## config.mk

```make
export PLATFORM = sky130hd
export DESIGN_NAME = reg_file_2r1w
export DESIGN_NICKNAME = d
export VERILOG_FILES = /design/src/rtl/reg_file_pkg.sv /design/src/rtl/reg_file_2r1w_reg_row.sv /design/src/rtl/reg_file_2r1w.sv
export SDC_FILE = /design/constraint.sdc
export NUM_CORES = 1
export LEC_CHECK = 0
export BUFFER_PORTS_ARGS = -buffer_cell sky130_fd_sc_hd__buf_2
export CORE_MARGIN = 10
export CORE_UTILIZATION = 30
export CTS_BUF_LIST = sky130_fd_sc_hd__clkbuf_2 sky130_fd_sc_hd__clkbuf_4 sky130_fd_sc_hd__clkbuf_8
export DETAILED_ROUTE_END_ITERATION = 7
export GPL_TIMING_DRIVEN = 0
export PLACE_DENSITY = 0.49
export SLEW_MARGIN = 20
export SYNTH_ARGS = -nofsm -noshare
export SYNTH_HDL_FRONTEND = slang
export SYNTH_SLANG_ARGS = --single-unit
export TNS_END_PERCENT = 100
```

## constraint.sdc

```tcl
create_clock -name clk -period 3.57 [get_ports clk]
set_clock_uncertainty 0.15 [all_clocks]
set_input_delay 0.357 -clock clk [delete_from_list [all_inputs] [get_ports clk]]
set_output_delay 0.357 -clock clk [all_outputs]
set_load 0.005 [all_outputs]
```

## src/rtl/reg_file_pkg.sv

```systemverilog
// reg_file_pkg: shared default sizes and address-width helper for the register file
package reg_file_pkg;
  localparam int DEF_WIDTH = 16;
  localparam int DEF_DEPTH = 8;
  function automatic int addr_w(input int depth);
    return $clog2(depth);
  endfunction
endpackage

```

## src/rtl/reg_file_2r1w_reg_row.sv

```systemverilog
// reg_row: one WIDTH-bit register entry with write enable and synchronous reset
module reg_row
  import reg_file_pkg::*;
#(
  parameter int WIDTH = DEF_WIDTH
) (
  input  logic             clk,
  input  logic             rst,
  input  logic             we,
  input  logic [WIDTH-1:0] d,
  output logic [WIDTH-1:0] q
);
  logic [WIDTH-1:0] row_d, row_q;
  always_comb row_d = we ? d : row_q;
  always_ff @(posedge clk) row_q <= rst ? '0 : row_d;
  assign q = row_q;
endmodule

```

## src/rtl/reg_file_2r1w.sv

```systemverilog
// reg_file_2r1w: 2-read/1-write register file, registered reads; REG_FILE_BYPASS_EN forwards colliding writes
module reg_file_2r1w
  import reg_file_pkg::*;
#(
  parameter int WIDTH = DEF_WIDTH,
  parameter int DEPTH = DEF_DEPTH,
  parameter int ZERO_REG = 1,
  localparam int AW = addr_w(DEPTH)
) (
  input  logic             clk,
  input  logic             rst,
  input  logic             wen,
  input  logic [AW-1:0]    waddr,
  input  logic [WIDTH-1:0] wdata,
  input  logic             ren1,
  input  logic [AW-1:0]    raddr1,
  input  logic             ren2,
  input  logic [AW-1:0]    raddr2,
  output logic [WIDTH-1:0] rdata1,
  output logic [WIDTH-1:0] rdata2,
  output logic             rvalid1,
  output logic             rvalid2,
  output logic [DEPTH-1:0] written
);
  logic [WIDTH-1:0] entries [DEPTH];
  logic [WIDTH-1:0] rd1, rd2, rdata1_d, rdata1_q, rdata2_d, rdata2_q;
  logic             rvalid1_d, rvalid1_q, rvalid2_d, rvalid2_q;
  logic [DEPTH-1:0] written_d, written_q, keep;
  for (genvar i = 0; i < DEPTH; i++) begin : g_row
    if (ZERO_REG != 0 && i == 0) begin : g_zero
      assign entries[i] = '0;
    end else begin : g_reg
      reg_row #(.WIDTH(WIDTH)) u_row (
        .clk(clk), .rst(rst), .we(wen && waddr == AW'(i)), .d(wdata), .q(entries[i])
      );
    end
  end
  assign keep = ZERO_REG != 0 ? ~DEPTH'(1) : '1;
  always_comb begin
`ifdef REG_FILE_BYPASS_EN
    rd1 = (wen && waddr == raddr1 && keep[raddr1]) ? wdata : entries[raddr1];
    rd2 = (wen && waddr == raddr2 && keep[raddr2]) ? wdata : entries[raddr2];
`else
    rd1 = entries[raddr1];
    rd2 = entries[raddr2];
`endif
    rdata1_d = ren1 ? rd1 : rdata1_q;
    rdata2_d = ren2 ? rd2 : rdata2_q;
    rvalid1_d = ren1;
    rvalid2_d = ren2;
    written_d = written_q | (wen ? (DEPTH'(1) << waddr) & keep : '0);
  end
  always_ff @(posedge clk) begin
    rdata1_q  <= rst ? '0 : rdata1_d;
    rdata2_q  <= rst ? '0 : rdata2_d;
    rvalid1_q <= rst ? 1'b0 : rvalid1_d;
    rvalid2_q <= rst ? 1'b0 : rvalid2_d;
    written_q <= rst ? '0 : written_d;
  end
  assign rdata1  = rdata1_q;
  assign rdata2  = rdata2_q;
  assign rvalid1 = rvalid1_q;
  assign rvalid2 = rvalid2_q;
  assign written = written_q;
endmodule

```

# Yosys cells after proc, flatten, opt, wreduce, memory -nomap -nowiden
# Index checks and enable logic that the tools add are counted.
[op_classes] n_lt_le_gt_ge=2 eq_ne=7 shift=1 n_mux=7 n_bitwise=3 n_reduce_logical=7
[op_table] cell="$bmux 16 s3" count=2
[op_table] cell="$mux 16" count=4
[op_table] cell="$eq 3x3->1 const B" count=4
[op_table] cell="$ge 4x4->1 const B" count=2
[op_table] cell="$mux 8" count=1
[op_table] cell="$not 3->4" count=2
[op_table] cell="$or 8x8->8" count=1
[op_table] cell="$shl 1x3->8 const A" count=1
[op_table] cell="$logic_and 1x1->1" count=7
[op_table] cell="$eq 3x2->1 const B" count=2
[op_table] cell="$eq 3x1->1 const B" count=1
[word_totals] reg_bits=154 inputBits=30

# Longest topological paths before layout
[logic_depth] depth_word=4 depth_mapped=7 ltp_nobuf=4

# Hierarchy
# Synthesis repeated with hierarchy kept, for this count alone.
[unflattened] hier_cells=750 hier_area_um2=7400.8
[by_module_without_submodules] mod="reg_row" n_inst=7 cells_each=52 area_each_um2=580.6 seq_area_each_um2=320.3
[by_module_without_submodules] mod="reg_file_2r1w" n_inst=1 cells_each=386 area_each_um2=3337.0 seq_area_each_um2=820.8

# Worst setup path before layout
# Ideal clock, no wire load.
[synth_path] path_type="in2reg" startpoint="in raddr2[1]" endpoint="reg rdata2_q[11], in the netlist rdata2[11]" setup_time_ns=0.128 arrival_ns=1.360 slack_ns=1.933 cell_stages=5 cell_sequence="buf_4 > buf_4 > mux2_2 > a221oi_1 > o31ai_1"
[synth_via] elab_chain_len=4
[synth_rtl] element="start, declared" line_no="reg_file_2r1w.sv:18" source="input logic [AW-1:0] raddr2,"
[synth_rtl] element="$not 3->4 (not written as such)" line_no="reg_file_2r1w.sv:45" source="rd2 = entries[raddr2];"
[synth_rtl] element="$bmux 16 s3" line_no="reg_file_2r1w.sv:45"
[synth_rtl] element="$mux 16 (not written as such) (2 in a row)" line_no="reg_file_2r1w.sv:45"
[synth_rtl] element="end signal, assigned" line_no="reg_file_2r1w.sv:55" source="rdata2_q <= rst ? '0 : rdata2_d;"
[synth_rtl] element="end, declared" line_no="reg_file_2r1w.sv:26" source="logic [WIDTH-1:0] rd1, rd2, rdata1_d, rdata1_q, rdata2_d, rdata2_q;"
# No other way between the ends. The select of a mux whose other input is x is not followed.
# A chain may end at the register's enable or synchronous reset.

# Worst setup path in the final report
[layout_path] startpoint="in raddr1[2]" endpoint="reg rdata1_q[7], in the netlist rdata1[7]"
[layout_via] elab_chain_len=4
[layout_rtl] element="start, declared" line_no="reg_file_2r1w.sv:16" source="input logic [AW-1:0] raddr1,"
[layout_rtl] element="$not 3->4 (not written as such)" line_no="reg_file_2r1w.sv:44" source="rd1 = entries[raddr1];"
[layout_rtl] element="$bmux 16 s3" line_no="reg_file_2r1w.sv:44"
[layout_rtl] element="$mux 16 (not written as such) (2 in a row)" line_no="reg_file_2r1w.sv:44"
[layout_rtl] element="end signal, assigned" line_no="reg_file_2r1w.sv:54" source="rdata1_q <= rst ? '0 : rdata1_d;"
[layout_rtl] element="end, declared" line_no="reg_file_2r1w.sv:26"
# No other way between the ends. The select of a mux whose other input is x is not followed.

==> impl.org <==
** Critical path
- The critical path in this run is classified as primary input to flop.
- Highest net fanout along the worst path :: 10
- Type of element launching the critical path :: primary input
- The largest single stage delay on the critical path is about 470 ps.
- Data required time of the critical path :: 3820 ps
- The worst setup path is captured at a flop.
- Flop2flop setup slack :: between 1500 and 2000 ps
- Arrival time worst endpoint :: 1990 ps
- Walking the worst path, the cells encountered are buf_2 -> clkbuf_1 -> nand2_1 -> o221ai_1 -> a21oi_1 -> nor3_1.
- Slowest cell on the critical path :: sky130_fd_sc_hd__o221ai_1

** Global route
- The via count of the first global-routing pass is 6141.
- Global-route wire length before repair :: 39.0 mm
- The initial antenna violation count was 0.
- Entering global routing, the biggest net connects 17 pins.
- Total GRT Usage :: roughly 17%
- Summed over all layers, the global routing overflow is 0.

** Floorplan
- DIE HEIGHT :: 173 µm
- From left edge to right edge, the die measures between 150 and 200 µm.
- After floorplanning, the core was divided into 56 placement rows.
- Total Die Area :: 0.0300 mm²
- Effective utilization at floorplan :: between 30% and 40%
- 72 I/O pins were placed.
- Core Box Area :: approximately 0.023 mm²

** Detailed routing
- Initial DRC count :: between 400 and 500
- Wire length after detailed routing :: 26.0 mm
- Drt pass-1 iters :: 5
- After detailed routing, the average wire length per cell comes to 20.6 µm.
- Residual DRC :: 0
- Post-route antenna net violation count :: 0
- After detailed routing, the number of vias per cell comes to between 5 and 6.
- For this block, the via count after detailed routing is 6426.

** Logic synthesis
- Cell count after synthesis :: 849
- Sequential elements use 43.4% of the synthesized area.
- By area the synthesized netlist is led by sky130_fd_sc_hd__dfxtp_1, sky130_fd_sc_hd__nand2_1, sky130_fd_sc_hd__a21oi_1.
- For this run, the number of Yosys warnings is 0.
- The synthesized design devotes to its leading area cell type about 43% of total area.
- Summing every instance area after synthesis gives 0.00705 mm².
- Flip-flop and latch count after synthesis :: 153
- Post-Syn Area per Cell :: ~8.3 µm²
- Number of distinct library cell variants in the gate-level netlist after synthesis :: 34
- Synthesized net count :: just under 900
- The biggest area contributor in the post-synthesis netlist is sky130_fd_sc_hd__dfxtp_1.

** Run status
- Result of the run :: finished, final reports clean

** CTS
- Counting every sink on the clock net gives between 150 and 200.
- Post-CTS clock slew at the launch and capture registers of the worst setup and hold paths :: about 90 ps
- Post-CTS repair timing setup buffer count :: 0
- Number of CTS-inserted buffers :: 17
- TritonCTS clock tree :: built
- The clock reaches the later pin of the worst-skew pair after 480 ps.
- Once the clock tree was built, the resizer swapped 0 gates to a different size.
- Longest Clk Path Bufs :: 2
- CTS placed an instance of sky130_fd_sc_hd__clkbuf_8 at the clock tree root.
- H-tree lvl count :: 4
- The number of hold buffers added after CTS was 0.

** Final layout
- Share of layout cells above drive strength 1 :: 19.8%
- Number of inserted filler cells in the final layout :: 2501
- The library cell used most frequently in the layout, excluding fill and tap cells, is sky130_fd_sc_hd__nand2_1.
- P&R area growth vs syn :: 16.0%
- The final layout contains roughly 960 nets.
- In the layout the commonest cells are sky130_fd_sc_hd__nand2_1, sky130_fd_sc_hd__dfxtp_1, sky130_fd_sc_hd__a21oi_1.
- Antenna diode count :: 0

** Power
- In this run the static leakage power is about 0.003 µW.
- Power spread over the standard cell area amounts to around 440 mW/mm².
- Fraction of power consumed by the clock network :: 38.9%
- Power spent charging and discharging nets :: ~1100 µW
- Combinational cells account for 11.4% of the total power.
- Switching part of the total :: 29.3%
- Sequential cell fraction of total power :: roughly half
- Cell internal power was estimated by the tool at roughly 2500 µW.
- Worst ir drop on vdd :: between 0.15 and 0.2 mV

** Timing
- Worst-case headroom to the max-slew limit :: between 50% and 60%
- Peak Freq :: approximately 0.57 GHz
- Final number of hold-violating endpoints :: 0
- The final max-slew violation count came to 0.
- Post-route clock period utilization :: 48.7%
- Transition at the pin with the smallest max-transition slack :: 692 ps
- Hold is met by between 30 and 40 ps.
- After routing, the total negative slack on setup checks comes to 0 ps.
- Setup repair after global routing left no endpoint under its margin.
- Setup violations remaining at the end of the flow were counted as 0.
- Subtracting the final worst setup slack from the clock period gives 1740 ps.

** Placed design
- At the end of routability-driven placement, the weighted congestion stood at around 0.88.
- The wire-length estimate of the detail-placed layout is about 19 mm.
- Number of input and output port buffers inserted :: between 60 and 70

** Worst hold path
- Min-delay worst type :: primary input to flop

** Run
- # Max-Cap Violations :: 0
==> through the flow <==
stage | total power (µW) | area, µm² | worst slack [ps] | instances | util [%]
after floorplan | 2050 | 7050 | 1930 | 849 | -
after global placement | 2230 | 7780 | 1410 | 1233 | 33.3
after detailed placement | 2240 | 7780 | 1380 | 1233 | 33.3
final | 3600 | 8190 | 1830 | 1265 | 35.1
after CTS | 3620 | 8190 | 1900 | 1265 | 35.1
after global routing | 3720 | 8190 | 1720 | 1265 | 35.1
==> worst max-delay path: cells and delay by family <==
family | cells | cell delay (ps)
and+or+nand+nor | 2 | 550
buffers and inverters | 2 | 510
AOI/OAI and AO/OA | 2 | 570
==> worst paths after layout <==
path,depth (start not counted),endpoint,from
max,6,rdata1[7],raddr1[2]
min,3,g_row[1].g_reg.u_row.q[3],wdata[3]
max reg2reg,4,rdata1[10],g_row[1].g_reg.u_row.q[10]
min reg2reg,2,rdata2[1],rdata2[1]
==> layout make-up <==
| type | instances | area (µm²) | area share, % |
|---|---|---|---|
| plain buffers | 65 | 332 | 4.05 |
| well taps | 319 | 399 | 4.88 |
| repair buffers | 65 | 325 | 3.97 |
| multi-input cells | 627 | 3640 | 44.5 |
| clock buffers | 18 | 248 | 3.03 |
| inverters | 4 | 15.0 | 0.183 |
| clock inverters | 14 | 159 | 1.94 |
| flip-flops and latches | 153 | 3060 | 37.4 |
==> registers in the layout, summed over array words and instances (netlist names) <==
name and flops:
rdata1 16, rvalid2 1, rdata2 16, rvalid1 1
g_row.g_reg.u_row.q 112, written 7
==> power groups by stage <==
stage | combinational (µW) | sequential, µW | clock [µW]
final | 410 | 1790 | 1400
after global routing | 439 | 1800 | 1490
after CTS | 409 | 1790 | 1420
after detailed placement | 408 | 1830 | 0
after global placement | 406 | 1830 | 0
after floorplan | 231 | 1820 | 0
==> Yosys cell counts, drive strengths merged <==
| library cell | count |
|---|---|
| nand2 | 238 |
| dfxtp | 153 |
| a21oi | 131 |
| mux2i | 48 |
| mux2 | 44 |
| nor2 | 43 |
| buf | 34 |
| clkbuf | 31 |
| nor3 | 18 |
| a22o | 17 |
| o221ai | 17 |
| nand2b | 14 |
| a221oi | 13 |
| o22ai | 13 |
| o31ai | 7 |
| a221o | 6 |
| nand3 | 5 |
| nor2b | 5 |
| inv | 3 |
| a311oi | 2 |
| mux4 | 2 |
| and2 | 1 |
| clkinv | 1 |
| conb | 1 |
| nand4 | 1 |
| or3 | 1 |
==> cell families after synthesis <==
group / after synthesis / synth area share (%)
simple gates: 326 / 19.0
other cells: 1 / 0.0532
compound gates: 206 / 18.1
flops: 153 / 43.4
buf+inv: 69 / 4.91
mux: 94 / 14.5
==> per-layer routing <==
layer  track usage, %  vias up  wire, µm
met5                0        -         0
met4             6.68        0       687
met3             2.46       40      1210
met2             26.0      178     11700
met1             23.0     3079     12400
li1                 -     3129         -
(Power assumes the default switching activity.)
